`src/rtl/pipeline_pkg.sv`:
```
// Shared definitions for the pipeline front end: data widths, PC step,
// the NOP encoding and the fetch control state encoding.
package pipeline_pkg;

  localparam int INSTR_WIDTH = 32;
  localparam int ADDR_WIDTH  = 32;

  // Every instruction occupies one 32-bit word.
  localparam logic [31:0] PC_STEP = 32'd4;

  // All-zero word; the instruction buffer resets to this value.
  localparam logic [INSTR_WIDTH-1:0] NOP_INSTR = 32'h0;

  // IDLE  : one cycle after reset before fetching starts
  // FETCH : issuing requests and buffering responses
  // FLUSH : waiting for wrong-path responses to drain after a redirect
  typedef enum logic [1:0] {
    IDLE  = 2'd0,
    FETCH = 2'd1,
    FLUSH = 2'd2
  } fetch_state_e;

endpackage

```
`src/rtl/fetch_fifo.sv`:
```
// Instruction buffer between fetch and decode. Each entry holds {pc, instr}.
// The head entry is read combinationally so a word written in cycle t is
// visible at the output in cycle t+1. Push and pop in the same cycle are
// allowed when full (count holds) and when empty (write lands, pop ignored).
module fetch_fifo
  import pipeline_pkg::*;
#(
  parameter int WIDTH      = 64,
  parameter int FIFO_DEPTH = 2
) (
  input  logic                        clk,
  input  logic                        rst_n,
  input  logic                        push,
  input  logic [WIDTH-1:0]            din,
  input  logic                        pop,
  input  logic                        flush,
  output logic [WIDTH-1:0]            dout,
  output logic                        full,
  output logic                        empty,
  output logic [$clog2(FIFO_DEPTH):0] count
);

  localparam int PTR_W = $clog2(FIFO_DEPTH);
  localparam int CNT_W = PTR_W + 1;
  localparam logic [CNT_W-1:0] DEPTH_CNT = CNT_W'(FIFO_DEPTH);
  localparam logic [WIDTH-1:0] EMPTY_ENTRY = WIDTH'(NOP_INSTR);

  logic [PTR_W-1:0] wr_ptr_reg;
  logic [PTR_W-1:0] rd_ptr_reg;
  logic [CNT_W-1:0] count_reg;
  logic [WIDTH-1:0] entry_data [FIFO_DEPTH];
  logic             do_push;
  logic             do_pop;

  assign empty = (count_reg == '0);
  assign full  = (count_reg == DEPTH_CNT);
  assign count = count_reg;

  // A flush discards everything, so it suppresses both pointer moves.
  assign do_pop  = pop && !empty && !flush;
  assign do_push = push && !flush && (!full || do_pop);

  assign dout = entry_data[rd_ptr_reg];

  for (genvar gi = 0; gi < FIFO_DEPTH; gi++) begin : g_entry
    logic [WIDTH-1:0] data_reg;

    // Capture the incoming word when the write pointer selects this slot.
    always_ff @(posedge clk or negedge rst_n) begin
      if (!rst_n) begin
        data_reg <= EMPTY_ENTRY;
      end else if (do_push && (wr_ptr_reg == PTR_W'(gi))) begin
        data_reg <= din;
      end
    end

    assign entry_data[gi] = data_reg;
  end

  // Pointer and occupancy bookkeeping; the depth is a power of two so the
  // pointers wrap naturally.
  always_ff @(posedge clk or negedge rst_n) begin
    if (!rst_n) begin
      wr_ptr_reg <= '0;
      rd_ptr_reg <= '0;
      count_reg  <= '0;
    end else if (flush) begin
      wr_ptr_reg <= '0;
      rd_ptr_reg <= '0;
      count_reg  <= '0;
    end else begin
      if (do_push) begin
        wr_ptr_reg <= wr_ptr_reg + 1'b1;
      end
      if (do_pop) begin
        rd_ptr_reg <= rd_ptr_reg + 1'b1;
      end
      case ({do_push, do_pop})
        2'b10:   count_reg <= count_reg + 1'b1;
        2'b01:   count_reg <= count_reg - 1'b1;
        default: count_reg <= count_reg;
      endcase
    end
  end

  // The fetch credit scheme must never offer a word to a full buffer unless
  // the head leaves in the same cycle.
  overflow_a: assert property (@(posedge clk) disable iff (!rst_n)
    !(push && !flush && full && !pop));

endmodule

```
`src/rtl/instruction_fetch.sv`:
```
// Front stage of the pipeline. Owns the PC, issues in-order word requests
// to instruction memory, buffers returned words with their PC and hands them
// to decode. A redirect flushes the buffer, reloads the PC and marks every
// request still in flight as wrong-path so its response is dropped.
module instruction_fetch #(
  parameter int                    ADDR_WIDTH = pipeline_pkg::ADDR_WIDTH,
  parameter logic [ADDR_WIDTH-1:0] RESET_PC   = '0,
  parameter int                    FIFO_DEPTH = 2
) (
  input  logic                                clk,
  input  logic                                rst_n,
  output logic                                imem_req,
  output logic [ADDR_WIDTH-1:0]               imem_addr,
  input  logic                                imem_gnt,
  input  logic                                imem_rvalid,
  input  logic [pipeline_pkg::INSTR_WIDTH-1:0] imem_rdata,
  output logic [pipeline_pkg::INSTR_WIDTH-1:0] instruction,
  output logic [ADDR_WIDTH-1:0]               instr_pc,
  output logic                                instr_valid,
  input  logic                                stall,
  input  logic                                redirect,
  input  logic [ADDR_WIDTH-1:0]               redirect_pc
);

  import pipeline_pkg::*;

  localparam int PTR_W  = $clog2(FIFO_DEPTH);
  localparam int CNT_W  = PTR_W + 1;
  localparam int FIFO_W = ADDR_WIDTH + INSTR_WIDTH;
  localparam logic [ADDR_WIDTH-1:0] STEP       = ADDR_WIDTH'(PC_STEP);
  localparam logic [ADDR_WIDTH-1:0] ALIGN_MASK = ~ADDR_WIDTH'(3);
  localparam logic [CNT_W:0]        CREDIT_MAX = (CNT_W+1)'(FIFO_DEPTH);

  fetch_state_e          state_reg;
  logic [ADDR_WIDTH-1:0] pc_reg;
  logic [ADDR_WIDTH-1:0] resp_pc_reg;
  logic [CNT_W-1:0]      outstanding_reg;
  logic [CNT_W-1:0]      outstanding_next;
  logic [CNT_W-1:0]      discard_cnt_reg;
  logic [CNT_W-1:0]      discard_cnt_next;

  logic                  credit_ok;
  logic                  req_granted;
  logic                  resp_discard;
  logic                  fifo_push;
  logic                  fifo_pop;
  logic                  fifo_full;
  logic                  fifo_empty;
  logic [CNT_W-1:0]      fifo_count;
  logic [FIFO_W-1:0]     fifo_din;
  logic [FIFO_W-1:0]     fifo_dout;
  logic [ADDR_WIDTH-1:0] redirect_target;

  // Low address bits of a redirect target are ignored.
  assign redirect_target = redirect_pc & ALIGN_MASK;

  // A request is only offered when a buffer slot is reserved for its response:
  // words in flight plus words buffered must stay below the depth.
  assign credit_ok   = ({1'b0, outstanding_reg} + {1'b0, fifo_count}) < CREDIT_MAX;
  assign imem_req    = (state_reg == FETCH) && !redirect && credit_ok;
  assign imem_addr   = pc_reg;
  assign req_granted = imem_req && imem_gnt;

  // Responses owed to requests issued before a redirect are wrong-path.
  assign resp_discard = (discard_cnt_reg != '0);
  assign fifo_push    = imem_rvalid && !redirect && !resp_discard;
  assign fifo_pop     = !fifo_empty && !stall && !redirect;
  assign fifo_din     = {resp_pc_reg, imem_rdata};

  assign instr_valid = !fifo_empty;
  assign instruction = fifo_dout[INSTR_WIDTH-1:0];
  assign instr_pc    = fifo_dout[FIFO_W-1:INSTR_WIDTH];

  // Granted-but-unanswered requests; every response retires one regardless of
  // whether it is kept or dropped.
  assign outstanding_next = outstanding_reg + CNT_W'(req_granted) - CNT_W'(imem_rvalid);

  // On a redirect every request still unanswered after this cycle becomes
  // wrong-path; otherwise each dropped response retires one of them.
  always_comb begin
    discard_cnt_next = discard_cnt_reg;
    if (redirect) begin
      discard_cnt_next = outstanding_next;
    end else if (imem_rvalid && resp_discard) begin
      discard_cnt_next = discard_cnt_reg - 1'b1;
    end
  end

  // Fetch control: leave IDLE after reset, sit in FLUSH while wrong-path
  // responses are still owed, fetch otherwise.
  always_ff @(posedge clk or negedge rst_n) begin
    if (!rst_n) begin
      state_reg <= IDLE;
    end else if (redirect) begin
      state_reg <= (discard_cnt_next != '0) ? FLUSH : FETCH;
    end else begin
      case (state_reg)
        IDLE:    state_reg <= FETCH;
        FETCH:   state_reg <= FETCH;
        FLUSH:   state_reg <= (discard_cnt_next == '0) ? FETCH : FLUSH;
        default: state_reg <= IDLE;
      endcase
    end
  end

  // Request PC advances on grant; response PC advances on each kept word.
  // Both snap to the redirect target, which overrides everything else.
  always_ff @(posedge clk or negedge rst_n) begin
    if (!rst_n) begin
      pc_reg      <= RESET_PC;
      resp_pc_reg <= RESET_PC;
    end else if (redirect) begin
      pc_reg      <= redirect_target;
      resp_pc_reg <= redirect_target;
    end else begin
      if (req_granted) begin
        pc_reg <= pc_reg + STEP;
      end
      if (fifo_push) begin
        resp_pc_reg <= resp_pc_reg + STEP;
      end
    end
  end

  // In-flight and wrong-path counters.
  always_ff @(posedge clk or negedge rst_n) begin
    if (!rst_n) begin
      outstanding_reg <= '0;
      discard_cnt_reg <= '0;
    end else begin
      outstanding_reg <= outstanding_next;
      discard_cnt_reg <= discard_cnt_next;
    end
  end

  fetch_fifo #(
    .WIDTH      (FIFO_W),
    .FIFO_DEPTH (FIFO_DEPTH)
  ) u_fifo (
    .clk   (clk),
    .rst_n (rst_n),
    .push  (fifo_push),
    .din   (fifo_din),
    .pop   (fifo_pop),
    .flush (redirect),
    .dout  (fifo_dout),
    .full  (fifo_full),
    .empty (fifo_empty),
    .count (fifo_count)
  );

  // Memory must never answer more requests than were granted.
  no_orphan_resp_a: assert property (@(posedge clk) disable iff (!rst_n)
    !(imem_rvalid && (outstanding_reg == '0)));

  // A pending request keeps its address until granted or redirected.
  req_stable_a: assert property (@(posedge clk) disable iff (!rst_n)
    (imem_req && !imem_gnt) |=> (redirect || (imem_req && $stable(imem_addr))));

  // The credit rule reserves a slot for every response that will be kept.
  no_full_push_a: assert property (@(posedge clk) disable iff (!rst_n)
    !(fifo_push && fifo_full && !fifo_pop));

endmodule

```
`config.mk`:
```
export PLATFORM = sky130hd
export DESIGN_NAME = instruction_fetch
export DESIGN_NICKNAME = d
export VERILOG_FILES = /design/src/rtl/pipeline_pkg.sv /design/src/rtl/fetch_fifo.sv /design/src/rtl/instruction_fetch.sv
export SDC_FILE = /design/constraint.sdc
export NUM_CORES = 1
export LEC_CHECK = 0
export CELL_PAD_IN_SITES_DETAIL_PLACEMENT = 1
export CELL_PAD_IN_SITES_GLOBAL_PLACEMENT = 2
export CORE_ASPECT_RATIO = 1.5
export CORE_MARGIN = 4
export CORE_UTILIZATION = 39
export DETAILED_ROUTE_END_ITERATION = 6
export PLACE_DENSITY_LB_ADDON = 0.12
export SLEW_MARGIN = 20
export SYNTH_ARGS = -nofsm -noshare
export SYNTH_HDL_FRONTEND = slang
export SYNTH_HIERARCHICAL = 1
export SYNTH_SLANG_ARGS = --single-unit
```
`constraint.sdc`:
```
create_clock -name clk -period 7.84 [get_ports clk]
set_input_delay 1.568 -clock clk [delete_from_list [all_inputs] [get_ports clk]]
set_output_delay 1.568 -clock clk [all_outputs]
set_load 0.01 [all_outputs]
```
==> metrics.md <==
| Metric | Value |
|---|---|
| Clock transition at path regs | 0.06 ns |
| Cts hold-fix bufs | 0 |
| First-pass DRT Iterations | 4 |
| R2R Setup Slk | about 3.8 ns |
| N_diodes | 0 |
| Final ANT Viol Nets | 0 |
| Grt total ovfl | 0 |
| Net switching power | between 0.001 and 0.0015 W |
| Most frequent cells in the layout | dfrtp_1, clkdlybuf4s50_1, mux2_2, nand2_1, mux2_4 |
| Max reg flops | ~130 |
| CTS HTree Levels | 4 |
| Sw Share | around 28% |
| Uppermost layer routed | met4 |
| Combinational share of power | about a third |
| Synthesized area | approximately 9700 um^2 |
| WL/cell | approximately 20 um |
| Met2 WL post-DR | 13300 um |
| Period Utilization, post-route | 56.7% |
| Via density per instance | 5.36 |
| Later-pin clock latency in the skew report | 0.43 ns |
| Vias in the first global route | around 7700 |
| IR drop worst, VDD | between 0.15 and 0.2 mV |
| Pwr Total | approximately 0.0036 W |
| Nets@finish | around 1000 |
| Cts bufs inserted | 17 |
| Max_slew headroom | between 30 and 40% |
| Largest net degree at the start of global routing | between 90 and 100 |
| DR WL met3 | just under 1000 um |
| Port bufs | about 160 |
| Internal power | 0.00259 W |
| Initial antenna violation count | 0 |
| I/O pin total | approximately 170 |
| Leakage power | ~5.3 nW |
| FF+latch area | approximately 5000 um^2 |
| Initial Utilization | approximately two fifths |
| Setup TNS | 0 ns |
| Worst Hold Class | flip-flop to flip-flop |
| CTS tree | yes |
| Reg power frac | between 40% and 50% |
| Max Clk Rate | 225 MHz |
| Outcome | completed |
| CTS max path bufs | 2 |
| Min Tclk post-route | about 4.4 ns |
| Die area | 27500 um^2 |
| All-Layer GR Usage | between 10% and 20% |
| Fill cells | 2520 |
| # setup viols final | 0 |
| Required @ worst endpoint | between 6 and 7 ns |
| GPL Wtd Cong | 0.822 |
| Setup Skew | between 0.01 and 0.015 ns |
| Max-cap violation count | 0 |
| Area grow syn2layout | 25.7% |
| Measured slew at the worst slew-check pin | between 0.9 and 1 ns |
| Crit Path Class | input pin to primary output |
| Dpl hpwl | approximately 18000 um |
| Share of cells above drive strength 1 | 26.9% |
| Critical path endpoint category | primary output |
| Final max-slew violation count | 0 |
| Core footprint | roughly 24000 um^2 |
| Most common cell after layout, fill and taps aside | dfrtp_1 |
| Critical Path Fanout Max | 25 |
| Power density cells | 296 nW/um^2 |
| Post-Synthesis Cells | between 700 and 800 |
| DRT Wirelength | 25500 um |
| Die height | 201 um |
| FP Rows | 70 |
| Metal-1 WL | 10800 um |
| CP arrival | about 2.9 ns |
| Number of gates resized after CTS | 0 |
| First-pass GRT wire length | between 40000 and 50000 um |
| Mean Syn Cell Area | between 10 and 15 um^2 |
| Initial DRC count | around 210 |
| Final design utilization | between 40% and 50% |
| Clk root buf | clkbuf_16 |
| Warnings from Yosys | 6 |
| Multi-input logic area | 4500 um^2 |
| Clk pwr share | between 20 and 30% |
| Clock sink total | 198 |
| Post-CTS Setup Bufs | 0 |
| Worst setup SP type | input pin |
| Routed via count | roughly 6800 |
| Die W | between 100 and 150 um |
| RSZ-0062 raised after global routing | no |
| Final Hold Fails | 0 |
| Remaining DRCs | 0 |
path summary, 6_finish.rpt:
| kind | startpoint | endpoint | cells past startpoint |
|---|---|---|---|
| worst max-delay path | redirect | imem_req | 4 |
| worst min-delay path | u_fifo/g_entry[1].data_reg[61] | u_fifo/g_entry[1].data_reg[61] | 1 |
| worst max register to register | u_fifo/count[0] | state_reg[0] | 13 |
| worst min register to register | u_fifo/g_entry[1].data_reg[61] | u_fifo/g_entry[1].data_reg[61] | 1 |
| max in group asynchronous | rst_n | u_fifo/rd_ptr_reg | 2 |
| min in group asynchronous | rst_n | u_fifo/g_entry[0].data_reg[26] | 1 |
worst max-delay path, cell delays in order:
cell	delay (ns)
buf_2	0.25
nand2b_1	0.29
nor4_1	0.18
clkdlybuf4s50_1	0.58
through the flow:
stage / hold WS (ns) / instance area [um^2] / std cells / setup WS, ns
after floorplan: 0.462 / 9730 / 785 / 4.02
after global placement: 0.478 / 11600 / 1238 / 3.04
after detailed placement: 0.490 / 11600 / 1238 / 2.96
after CTS: 0.507 / 12200 / 1269 / 3.38
after global routing: 0.520 / 12200 / 1269 / 3.22
final: 0.503 / 12200 / 1269 / 3.39
cell type report:
type	instances	area share [%]
flip-flops and latches	198	40.6
multi-input cells	532	36.9
repair buffers	172	13.9
clock buffers	23	3.92
well taps	324	3.32
clock inverters	8	1.00
inverters	12	0.369
metal layers:
| metal | GRT usage [%] | vias to the layer above |
|---|---|---|
| li1 | - | 3120 |
| met1 | 23.7 | 3485 |
| met2 | 32.9 | 163 |
| met3 | 3.73 | 30 |
| met4 | 5.28 | 0 |
| met5 | 0 | - |
power by group through the flow:
stage	logic, W	clock network (W)	registers (W)
2_1_floorplan	0.000689	0	0.00145
4_1_cts	0.00124	0.000934	0.00150
5_1_grt	0.00131	0.000976	0.00154
3_3_place_gp	0.00119	0	0.00148
3_5_place_dp	0.00123	0	0.00151
6_report	0.00121	0.000903	0.00150
Note: power is estimated with default switching activity, not from simulation.
